<file path="src/rtl/onehot_stream_demux_pkg.sv">
// Shared constants, buffer state encoding and select-decoding helpers for the
// one-hot stream demultiplexer.
package onehot_stream_demux_pkg;

    localparam int unsigned BUF_NONE = 0;
    localparam int unsigned BUF_SKID = 1;

    // Select helpers operate on a zero-extended copy of sel_in.
    localparam int unsigned MAX_N = 32;

    typedef enum logic [1:0] {
        StEmpty,
        StOne,
        StFull
    } buf_state_e;

    function automatic logic is_onehot(logic [MAX_N-1:0] sel);
        return (sel != '0) && ((sel & (sel - MAX_N'(1))) == '0);
    endfunction

    function automatic int unsigned lowest_set_idx(logic [MAX_N-1:0] sel);
        int unsigned idx;
        idx = 0;
        for (int i = MAX_N - 1; i >= 0; i--) begin
            if (sel[i]) idx = unsigned'(i);
        end
        return idx;
    endfunction

endpackage

</file>
<file path="src/rtl/onehot_skid_buf.sv">
// Two-entry skid buffer: registered output stage plus one overflow entry.
// Ready depends only on state, so ready_out never reaches ready_in combinationally.
module onehot_skid_buf
    import onehot_stream_demux_pkg::*;
#(
    parameter int unsigned DATAW = 1
) (
    input  logic             clk,
    input  logic             reset_n,
    input  logic             valid_in,
    input  logic [DATAW-1:0] data_in,
    output logic             ready_in,
    output logic             valid_out,
    output logic [DATAW-1:0] data_out,
    input  logic             ready_out
);

    buf_state_e       state_q;
    logic [DATAW-1:0] out_q;
    logic [DATAW-1:0] skid_q;
    logic             push;
    logic             pop;

    assign ready_in  = (state_q != StFull);
    assign valid_out = (state_q != StEmpty);
    assign data_out  = out_q;
    assign push      = valid_in && ready_in;
    assign pop       = valid_out && ready_out;

    always_ff @(posedge clk or negedge reset_n) begin
        if (!reset_n) begin
            state_q <= StEmpty;
            out_q   <= '0;
            skid_q  <= '0;
        end else begin
            case (state_q)
                StEmpty: begin
                    if (push) begin
                        out_q   <= data_in;
                        state_q <= StOne;
                    end
                end
                StOne: begin
                    if (push && pop) begin
                        out_q <= data_in;
                    end else if (push) begin
                        skid_q  <= data_in;
                        state_q <= StFull;
                    end else if (pop) begin
                        state_q <= StEmpty;
                    end
                end
                StFull: begin
                    if (pop) begin
                        out_q   <= skid_q;
                        state_q <= StOne;
                    end
                end
                default: state_q <= StEmpty;
            endcase
        end
    end

endmodule

</file>
<file path="src/rtl/onehot_stream_demux.sv">
// Steers one valid/ready stream to one of N lanes under a one-hot select,
// with optional per-lane skid buffering and a sticky illegal-select flag.
module onehot_stream_demux
    import onehot_stream_demux_pkg::*;
#(
    parameter int unsigned DATAW   = 1,
    parameter int unsigned N       = 2,
    parameter int unsigned OUT_BUF = 1
) (
    input  logic               clk,
    input  logic               reset_n,
    input  logic               valid_in,
    input  logic [DATAW-1:0]   data_in,
    input  logic [N-1:0]       sel_in,
    output logic               ready_in,
    output logic [N-1:0]       valid_out,
    output logic [N*DATAW-1:0] data_out,
    input  logic [N-1:0]       ready_out,
    output logic               sel_err
);

    logic [N-1:0] lane_sel;
    logic [N-1:0] lane_ready;
    logic [N-1:0] lane_valid;
    logic         sel_zero;
    logic         sel_multi;
    logic         sel_err_q;

    if (N == 1) begin : g_single
        logic unused_sel;
        assign unused_sel = ^sel_in;
        assign lane_sel   = '1;
        assign sel_zero   = 1'b0;
        assign sel_multi  = 1'b0;
    end else begin : g_multi
        logic [MAX_N-1:0] sel_ext;
        int unsigned      sel_idx;

        assign sel_ext   = MAX_N'(sel_in);
        assign sel_idx   = lowest_set_idx(sel_ext);
        assign sel_zero  = (sel_in == '0);
        assign sel_multi = !sel_zero && !is_onehot(sel_ext);

        // Multi-hot resolves to the lowest set lane.
        always_comb begin
            lane_sel = '0;
            for (int i = 0; i < int'(N); i++) begin
                lane_sel[i] = !sel_zero && (sel_idx == unsigned'(i));
            end
        end
    end

    // A zero select swallows the beat, so it is always ready.
    assign ready_in   = sel_zero || |(lane_sel & lane_ready);
    assign lane_valid = valid_in ? lane_sel : '0;

    if (OUT_BUF == BUF_SKID) begin : g_buf
        for (genvar i = 0; i < int'(N); i++) begin : g_lane
            onehot_skid_buf #(
                .DATAW(DATAW)
            ) u_buf (
                .clk      (clk),
                .reset_n  (reset_n),
                .valid_in (lane_valid[i]),
                .data_in  (data_in),
                .ready_in (lane_ready[i]),
                .valid_out(valid_out[i]),
                .data_out (data_out[i*DATAW +: DATAW]),
                .ready_out(ready_out[i])
            );
        end
    end else begin : g_wire
        assign lane_ready = ready_out;
        assign valid_out  = lane_valid;
        assign data_out   = {N{data_in}};
    end

    always_ff @(posedge clk or negedge reset_n) begin
        if (!reset_n) begin
            sel_err_q <= 1'b0;
        end else if (valid_in && ready_in && (sel_zero || sel_multi)) begin
            sel_err_q <= 1'b1;
        end
    end

    assign sel_err = sel_err_q;

    multi_hot_sel: assert property (@(posedge clk) disable iff (!reset_n)
        !(valid_in && sel_multi))
        else $warning("onehot_stream_demux: multi-hot sel_in %b", sel_in);

endmodule

</file>
<file path="config.mk">
export PLATFORM = sky130hd
export DESIGN_NAME = onehot_stream_demux
export DESIGN_NICKNAME = d
export VERILOG_FILES = /design/src/rtl/onehot_stream_demux_pkg.sv /design/src/rtl/onehot_skid_buf.sv /design/src/rtl/onehot_stream_demux.sv
export SDC_FILE = /design/constraint.sdc
export NUM_CORES = 1
export LEC_CHECK = 0
export CAP_MARGIN = 15
export CORE_MARGIN = 5
export CORE_UTILIZATION = 35
export CTS_CLUSTER_SIZE = 28
export DETAILED_ROUTE_END_ITERATION = 7
export SLEW_MARGIN = 20
export SYNTH_ARGS = -nofsm -noshare
export SYNTH_HDL_FRONTEND = slang
export SYNTH_SLANG_ARGS = --single-unit
</file>
<file path="constraint.sdc">
create_clock -name clk -period 2.53 [get_ports clk]
set_clock_uncertainty 0.1 [all_clocks]
set_input_delay 0.506 -clock clk [delete_from_list [all_inputs] [get_ports clk]]
set_output_delay 0.506 -clock clk [all_outputs]
set_load 0.05 [all_outputs]
</file>
After elaboration in Yosys (flattened, before gate mapping)
Index checks and enable logic that the tools add are counted.
- add/subtract/negate cells: 1
- multiply operators: 0
- div/mod/pow operators: 0
- order comparisons: 0
- equality and inequality tests: 17
- shift-type cells: 0
- mux-type cells: 23
- bitwise logic cells: 4
- reductions and logical operators: 33
- operators with widths (kind ; number):
    logical NOT 32 bit ; 2
    bitwise AND 2 x 32 -> 32 bit ; 1
    == test 32 x 1 -> 1 bit (second input constant) ; 1
    nonzero test 32 bit ; 1
    two-way mux 2 bit ; 11
    AND reduction 4 bit ; 4
    logical AND 1 bit ; 12
    inequality test 2 x 1 -> 1 bit (second input constant) ; 6
    case mux 2 bit (3 select lines) ; 2
    two-way mux 1 bit ; 8
    inequality test 2 bit (second input constant) ; 4
    logical NOT 2 bit ; 3
    inequality test 3 x 1 -> 1 bit (second input constant) ; 2
    case mux 1 bit (3 select lines) ; 2
    AND reduction 3 bit ; 2
    nonzero test 3 bit ; 2
    == test 2 x 1 -> 1 bit (second input constant) ; 2
    == test 2 bit (second input constant) ; 2
    nonzero test 2 bit ; 2
    subtractor 2 x 1 -> 3 bit (second input constant) ; 1
    bitwise AND 2 bit ; 1
    logical NOT 1 bit ; 2
    logical OR 1 bit ; 2
    NOT 1 bit ; 2
    OR reduction 2 bit ; 1
- flip-flop bits (word level): 9
- latch bits: 0
- RAM bits: 0
- bits in read-only memories: 0
- bits of input ports: 8
- logic and storage cells: 85
- memories kept: 0

Longest topological paths before layout
Gate-level depths: netlist (run 1).
- depth after elaboration: 9
- depth in mapped cells: 5

Hierarchy
From an unflattened synthesis (run 1), not the netlist that was laid out.
- cells, all modules: 50
- area, all modules: 540.5 um2
- modules (own cells, without submodules) (module ; times used ; cells each ; area each (um2) ; sequential area each (um2)):
    onehot_skid_buf ; 2 ; 20 ; 224.0 ; 100.1
    onehot_stream_demux ; 1 ; 10 ; 92.6 ; 25.0

Worst setup path before layout (run 1)
OpenSTA, ideal clock, no wires.
- path type: input -> output
- from: input sel_in[0]
- to: output ready_in
- arrival time: 1.356 ns
- data required time: 1.924 ns
- slack: 0.568 ns
- cell stages on the path: 4
- buffers on the path: 0
- cells stage by stage: inv_1 -> ha_1 -> inv_1 -> a221o_1
- longest elaborated chain between the ends: 6
- elaborated cells on any way between the ends: 10
- classes of those cells: 1 x eq/ne; 1 x mux; 1 x bitwise; 7 x reduce/logical
- RTL lines (item ; line ; text):
    from (decl) ; onehot_stream_demux.sv:14 ; input logic [N-1:0] sel_in,
    two-way mux 1 bit / logical NOT 2 bit (equally long branches) ; onehot_stream_demux_pkg.sv:25, onehot_stream_demux.sv:41 ;
    == test 32 x 1 -> 1 bit, or another cell as far along ; onehot_stream_demux.sv:48 ; lane_sel[i] = !sel_zero && (sel_idx == unsigned'(i));
    logical AND 1 bit ; onehot_stream_demux.sv:48 ;
    bitwise AND 2 bit ; onehot_stream_demux.sv:54 ; assign ready_in = sel_zero || |(lane_sel & lane_ready);
    OR reduction 2 bit ; onehot_stream_demux.sv:54 ;
    logical OR 1 bit * ; onehot_stream_demux.sv:54 ;
    to (decl) ; onehot_stream_demux.sv:15 ; output logic ready_in,
Every way passes the cells marked *; elsewhere a longest branch is shown, timed or not.

Worst setup path in the final report (run 1)
- from: input sel_in[1]
- to: output ready_in
- longest elaborated chain between the ends: 7
- elaborated cells on any way between the ends: 11
- classes of those cells: 1 x eq/ne; 2 x mux; 1 x bitwise; 7 x reduce/logical
- RTL lines (item ; line ; text):
    two-way mux 1 bit (2 in series) ; onehot_stream_demux_pkg.sv:25 ; if (sel[i]) idx = unsigned'(i);
    == test 32 x 1 -> 1 bit / logical NOT 32 bit (equally long branches) ; onehot_stream_demux.sv:48 ;
    logical AND 1 bit ; onehot_stream_demux.sv:48 ;
    bitwise AND 2 bit ; onehot_stream_demux.sv:54 ;
    OR reduction 2 bit ; onehot_stream_demux.sv:54 ;
    logical OR 1 bit * ; onehot_stream_demux.sv:54 ;
Marks and branches as above.

==> summary.md, run 1 <==
| Metric | Value |
|---|---|
| Status | `completed` |
| Type of the worst min-delay path | `flip-flop to flip-flop` |
| Crit path launch type | `primary input` |
| # setup viols final | `0` |
| Pins Over Slew Limit | `0` |
| Setup Crit Path Kind | `primary input to primary output` |
| Crit-path leading delay family | `buffers and inverters` |
| RSZ-0062 raised after global routing | `no` |
| H-tree depth | `1` |
| First-pass GRT wire length | `1.88 mm` |
| Postcts setup bufs | `0` |
| Fmax | `412 MHz` |
| # DRC | `0` |
| Data required, critical path | `1920 ps` |
| Worst Path Max Fanout | `4` |
| Number of global-route vias before repair | `434` |
| Commonest non-fill, non-tap cells in the layout | `12 x clkdlybuf4s50_1, 9 x dfrtp_1, 6 x nand2_1` |
| Tcrit/Tclk final | `95.9%` |
| RD Place Congestion | `0.672` |
| CTS tree | `yes` |
| Core box area | `0.00152 mm²` |
| Slew headroom | `around two thirds` |
| Post-Route WL | `1.01 mm` |
| Register area | `225 µm²` |
| Worst Hold Depth | `1` |
| Drt wl/cell | `about 12 µm` |
| Power Dens Cells | `just under 700 mW/mm²` |
| Die width | `50.5 µm` |
| CP bufs+invs | `3` |
| Worst-margin pin slew | `492 ps` |
| Crit path cell chain | `clkdlybuf4s50_1 > ha_1 > inv_1 > a221o_1 > buf_4` |
| Ports | `14` |
| Total track usage | `9.55%` |
| PortBufs | `13` |
| Fin. Hold Viols | `0` |
| Cell Count, Final, Fillers Out | `85` |
| Static Leak | `0.000312 µW` |
| Netlist cell types | `25` |
| WP data arrival | `roughly 1800 ps` |
| Syn Nets | `67` |
| Worst r2r dst | `g_buf.g_lane[0].u_buf.data_out` |
| Synth Area per Inst | `10.3 µm²` |
| Max clock buf depth | `2` |
| Commonest non-fill, non-tap cell in the layout | `clkdlybuf4s50_1` |
| Hold Path Sink | `sel_err` |
| Max_cap viols | `0` |
| Flop-to-flop setup slack | `950 ps` |
| ANT nets after route | `0` |
| Chip Height | `50.5 µm` |
| Clock root buffer master | `clkbuf_4` |
| Placed cells | `81` |
| Max VDD drop | `0.309 mV` |
| Sequential-to-total area share from yosys stat | `39.2%` |
| Dominant cells by area after synthesis | `dfrtp_1 39%, mux2_2 7.8%, ha_1 6.5%` |
| Initial core utilization | `37.7%` |
| Largest net degree at the start of global routing | `10` |
| Area leader, netlist | `dfrtp_1` |
| Hold Crit Start | `sel_err` |
| Multi-input gate area | `304 µm²` |
| TritonRoute pass-1 iters | `3` |
| Synth Instances | `56` |
| Cts hold-fix bufs | `0` |
| Post-route cell area | `between 700 and 800 µm²` |
| DRT iter0 DRCs | `3` |
| Setup TNS Final | `0 ps` |
| N_diodes | `0` |
| DP Area | `about 690 µm²` |
| Clk_lat worst skew | `250 ps` |
| Fin nets | `between 80 and 90` |
| Syn. warnings | `0` |
| Share of cells above drive strength 1 | `~17%` |
| Resized Gates After CTS | `0` |
| Num rows | `14` |
| Crit end category | `primary output` |
| Slowest CP cell | `clkdlybuf4s50_1` |
| Top-area cell type share of the netlist area | `39.2%` |
| Clock transition at path regs | `60 ps` |
| Total CTS buffers | `3` |
| R2r startpoint | `g_buf.g_lane[0].u_buf.state_q[1]` |
| Area grow syn2layout | `25.1%` |
| Fill cells | `140` |
| DIE AREA | `between 0.002 and 0.003 mm²` |
| CTS sink cnt | `9` |
| Grt ovf | `0` |
| Worst-case reg-to-reg path depth | `3` |
| Post-DP HPWL | `roughly 800 µm` |
| Final worst path period need | `approximately 2400 ps` |
| Vias per cell | `5.16` |
| Vias | `439` |
| Flops & latches, synth | `9` |
| CP max stage delay | `500 ps` |
| Synth Cell Area | `574 µm²` |
| Antenna violations before repair | `0` |
[sequential cells by signal, summed over array words and instances (netlist names)]
register                     flops
g_buf.g_lane.u_buf.data_out      2
g_buf.g_lane.u_buf.skid_q        2
g_buf.g_lane.u_buf.state_q       4
sel_err                          1
[per-layer routing]
metal | vias up | wire (µm) | global-route usage [%] | part of all wire (%)
met5 | - | 0 | 0 | 0
met4 | 0 | 26 | 6.38 | 2.6
met3 | 4 | 54 | 3.25 | 5.3
met2 | 9 | 439 | 14.0 | 43
met1 | 199 | 494 | 11.7 | 49
li1 | 227 | - | - | -
[metrics by stage]
| step | setup slack, ps | util, % | hold slack, ps | power (µW) |
|---|---|---|---|---|
| floorplan | 568 | - | 110 | 348 |
| global route | 14.4 | 47.1 | 431 | 528 |
| finish | 103 | 47.1 | 384 | 491 |
| CTS | 87.3 | 47.1 | 388 | 502 |
| global placement | 90.0 | 45.4 | 368 | 391 |
| detailed placement | 101 | 45.4 | 374 | 389 |
[worst max path at each step]
| stage | depth (start not counted) | start | endpoint | slack [ps] |
|---|---|---|---|---|
| 2_1_floorplan | 4 | sel_in[0] | ready_in | 570 |
| 3_3_place_gp | 5 | sel_in[1] | ready_in | 90 |
| 3_5_place_dp | 5 | sel_in[1] | ready_in | 100 |
| 4_1_cts | 5 | sel_in[1] | ready_in | 90 |
| 5_1_grt | 5 | sel_in[1] | ready_in | 10 |
| 6_report | 5 | sel_in[1] | ready_in | 100 |
[layout make-up]
type / instances / area share [%]
clock buffers: 4 / 3.66
multi-input cells: 39 / 42.3
inverters: 4 / 2.09
well taps: 16 / 2.79
repair buffers: 13 / 17.8
flip-flops and latches: 9 / 31.4
[power by group]
group	switching, µW	total [µW]	internal [µW]
combinational	107	190	83.7
sequential	20.8	195	174
clock	45.9	106	60.5
[synthesized netlist by cell type, drive strengths merged]
master  number
a221o        1
o22ai        1
nand2b       2
nor3b        1
dfrtp        9
nand3b       1
a21boi       1
nor2b        2
or4b         1
o31ai        1
o32a         1
o21bai       1
nor4b        1
nand2        6
a31o         1
and3b        1
a21oi        4
mux2i        2
o22a         1
ha           3
and3         1
mux2         4
inv          4
or2          2
buf          4
[logic make-up after synthesis]
kind of cell	after synthesis	synth area share, %
flops	9	39.2
fa+ha+maj	3	6.54
simple gates	18	20.0
buf+inv	8	7.84
mux	6	11.3
compound gates	12	15.0
No activity file was read; power rests on OpenSTA's default activity.
==> run 2, diff against run 1 <==
--- a/config.mk
+++ b/config.mk
@@ -5,12 +5,15 @@
 export SDC_FILE = /design/constraint.sdc
 export NUM_CORES = 1
 export LEC_CHECK = 0
+export ABC_CLOCK_PERIOD_IN_PS = 2530
 export CAP_MARGIN = 15
 export CORE_MARGIN = 5
 export CORE_UTILIZATION = 35
 export CTS_CLUSTER_SIZE = 28
 export DETAILED_ROUTE_END_ITERATION = 7
+export RECOVER_POWER = 100
 export SLEW_MARGIN = 20
 export SYNTH_ARGS = -nofsm -noshare
 export SYNTH_HDL_FRONTEND = slang
+export SYNTH_HIERARCHICAL = 1
 export SYNTH_SLANG_ARGS = --single-unit
==> summary.md, run 2 <==
| Metric | Value |
|---|---|
| Most flop-heavy register | `g_buf.g_lane.u_buf/state_q` |
| Syn Nets | `60` |
| Cell Count, Final, Fillers Out | `83` |
| PortBufs | `13` |
| Share of cells above drive strength 1 | `between 15 and 20%` |
| Chip Height | `49.3 µm` |
| Placed cells | `79` |
| Drt wl/cell | `11.2 µm` |
| EDFF count, synth | `0` |
| Power Dens Cells | `approximately 650 mW/mm²` |
| Top-area cell type share of the netlist area | `41.7%` |
| Register area | `approximately 230 µm²` |
| Max clock buf depth | `2` |
| # DRC | `0` |
| Setup TNS Final | `0 ps` |
| Data required, critical path | `between 1500 and 2000 ps` |
| Multi-input gate area | `304 µm²` |
| Cts hold-fix bufs | `0` |
| Most common cell in the netlist | `dfrtp_1` |
| Netlist cell types | `19` |
| Status | `completed` |
| DP Area | `a little under 700 µm²` |
| Max_cap viols | `0` |
| Worst r2r dst | `sel_err` |
| Vias per cell | `4.93` |
| Comb pwr share | `36.1%` |
| Fill cells | `144` |
| Post-synth top cells | `9 x dfrtp_1, 4 x a21oi_1, 4 x mux2_4, 4 x nand2_1, 3 x inv_1` |
| ANT nets after route | `0` |
| Postcts setup bufs | `0` |
| Flops & latches, synth | `9` |
| Flop-to-flop setup slack | `~1100 ps` |
| Synth Instances | `50` |
| Dominant cells by area after synthesis | `dfrtp_1 42%, mux2_4 11%, ha_1 4.6%` |
| Pins Over Slew Limit | `0` |
| Synth Cell Area | `~540 µm²` |
| Ports | `14` |
| Area leader, netlist | `dfrtp_1` |
| Area grow syn2layout | `32.2%` |
| Pint | `305 µW` |
| DRT iter0 DRCs | `5` |
| Type of the worst min-delay path | `flip-flop to flip-flop` |
| Clock transition at path regs | `60 ps` |
| Vias | `409` |
| Num rows | `14` |
| Number of global-route vias before repair | `395` |
| Final worst path period need | `roughly 2400 ps` |
| Clock root buffer master | `clkbuf_4` |
| First-pass GRT wire length | `1.58 mm` |
| Worst Path Max Fanout | `3` |
| Post-DP HPWL | `771 µm` |
| Number of flip-flops in the largest register | `4` |
| Largest net degree at the start of global routing | `10` |
| Commonest non-fill, non-tap cells in the layout | `9 x dfrtp_1, 6 x clkdlybuf4s50_1, 6 x dlygate4sd3_1` |
| Worst-margin pin slew | `roughly 500 ps` |
| CTS tree | `yes` |
| Resized Gates After CTS | `0` |
| Clock share of power | `around 23%` |
| Synth Area per Inst | `between 10 and 15 µm²` |
| Die width | `a little under 50 µm` |
| Sequential-to-total area share from yosys stat | `41.7%` |
| Core box area | `0.00149 mm²` |
| Hold Crit Start | `sel_err` |
| Setup Crit Path Kind | `primary input to primary output` |
| Worst Hold Depth | `1` |
| Fin nets | `78` |
| Antenna violations before repair | `0` |
| Clk_lat worst skew | `250 ps` |
| N_diodes | `0` |
| DIE AREA | `between 0.002 and 0.0025 mm²` |
| Post-Route WL | `930 µm` |
| Top FF cell, synth | `dfrtp_1` |
| CP startpoint | `sel_in[0]` |
| Static Leak | `0.000309 µW` |
| RD Place Congestion | `~0.76` |
| Post-route cell area | `714 µm²` |
| Hold Path Sink | `sel_err` |
| Total track usage | `8.75%` |
| WP data arrival | `about 1800 ps` |
| # setup viols final | `0` |
| Commonest non-fill, non-tap cell in the layout | `dfrtp_1` |
| CTS sink cnt | `9` |
| RSZ-0062 raised after global routing | `no` |
| H-tree depth | `1` |
| Fmax | `413 MHz` |
| Slew headroom | `approximately 66%` |
| Switching share of total power | `34.2%` |
| Initial core utilization | `36.3%` |
| Crit end category | `primary output` |
| Total CTS buffers | `3` |
| Grt ovf | `0` |
| Syn. warnings | `6` |
| NetSw | `158 µW` |
| Crit path launch type | `primary input` |
| Reg power frac | `41.0%` |
| R2r startpoint | `g_buf.g_lane[0].u_buf/state_q[0]` |
| Max VDD drop | `0.327 mV` |
| TritonRoute pass-1 iters | `3` |
| Worst-case reg-to-reg path depth | `3` |
| Fin. Hold Viols | `0` |
| Asr flop ratio synth | `100%` |
| Tcrit/Tclk final | `95.6%` |
==> run 2: metrics by stage <==
stage / setup slack [ps] / utilization [%] / power [µW] / hold slack [ps]
global route: 28.7 / 48.0 / 495 / 412
global placement: 130 / 46.2 / 367 / 370
detailed placement: 112 / 46.2 / 369 / 354
finish: 111 / 48.0 / 463 / 368
CTS: 104 / 48.0 / 478 / 379
floorplan: 670 / - / 308 / 110
==> run 2: cell families after synthesis <==
kind of cell | count (synthesis) | share of synthesized area [%]
AOI/OAI and AO/OA | 10 | 11.3
muxes | 8 | 19.0
DFF | 9 | 41.7
and+or+nand+nor | 18 | 21.3
buffers and inverters | 3 | 2.08
adders and majority gates | 2 | 4.63
==> run 2: layout make-up <==
class	instances	share of cell area, %
Timing Repair Buffer	13	17.9
Multi-Input combinational cell	38	42.6
Clock buffer	4	3.68
Tap cell	16	2.80
Sequential cell	9	31.5
Inverter	3	1.58
==> run 2: power by group through the flow <==
stage | combinational, µW | sequential [µW] | clock [µW]
after CTS | 176 | 191 | 112
after global placement | 175 | 193 | 0
final | 167 | 190 | 106
after floorplan | 85.9 | 222 | 0
after detailed placement | 176 | 193 | 0
after global routing | 178 | 194 | 123
==> run 2: worst max path at each step <==
stage	endpoint	slack [ps]
finish	ready_in	110
global route	ready_in	30
CTS	ready_in	100
detailed placement	ready_in	110
global placement	ready_in	130
floorplan	ready_in	670
==> run 2: metal layers <==
layer | up-vias | share of wire [%] | GRT usage (%)
li1 | 211 | - | -
met1 | 184 | 49 | 10.6
met2 | 12 | 40 | 11.6
met3 | 2 | 9.8 | 6.12
met4 | 0 | 0.86 | 4.04
met5 | - | 0 | 0
==> run 2: worst max-delay path: stages <==
cell and delay, ps:
clkdlybuf4s50_1 490, inv_1 70, ha_1 200, a221o_1 340
buf_4 200
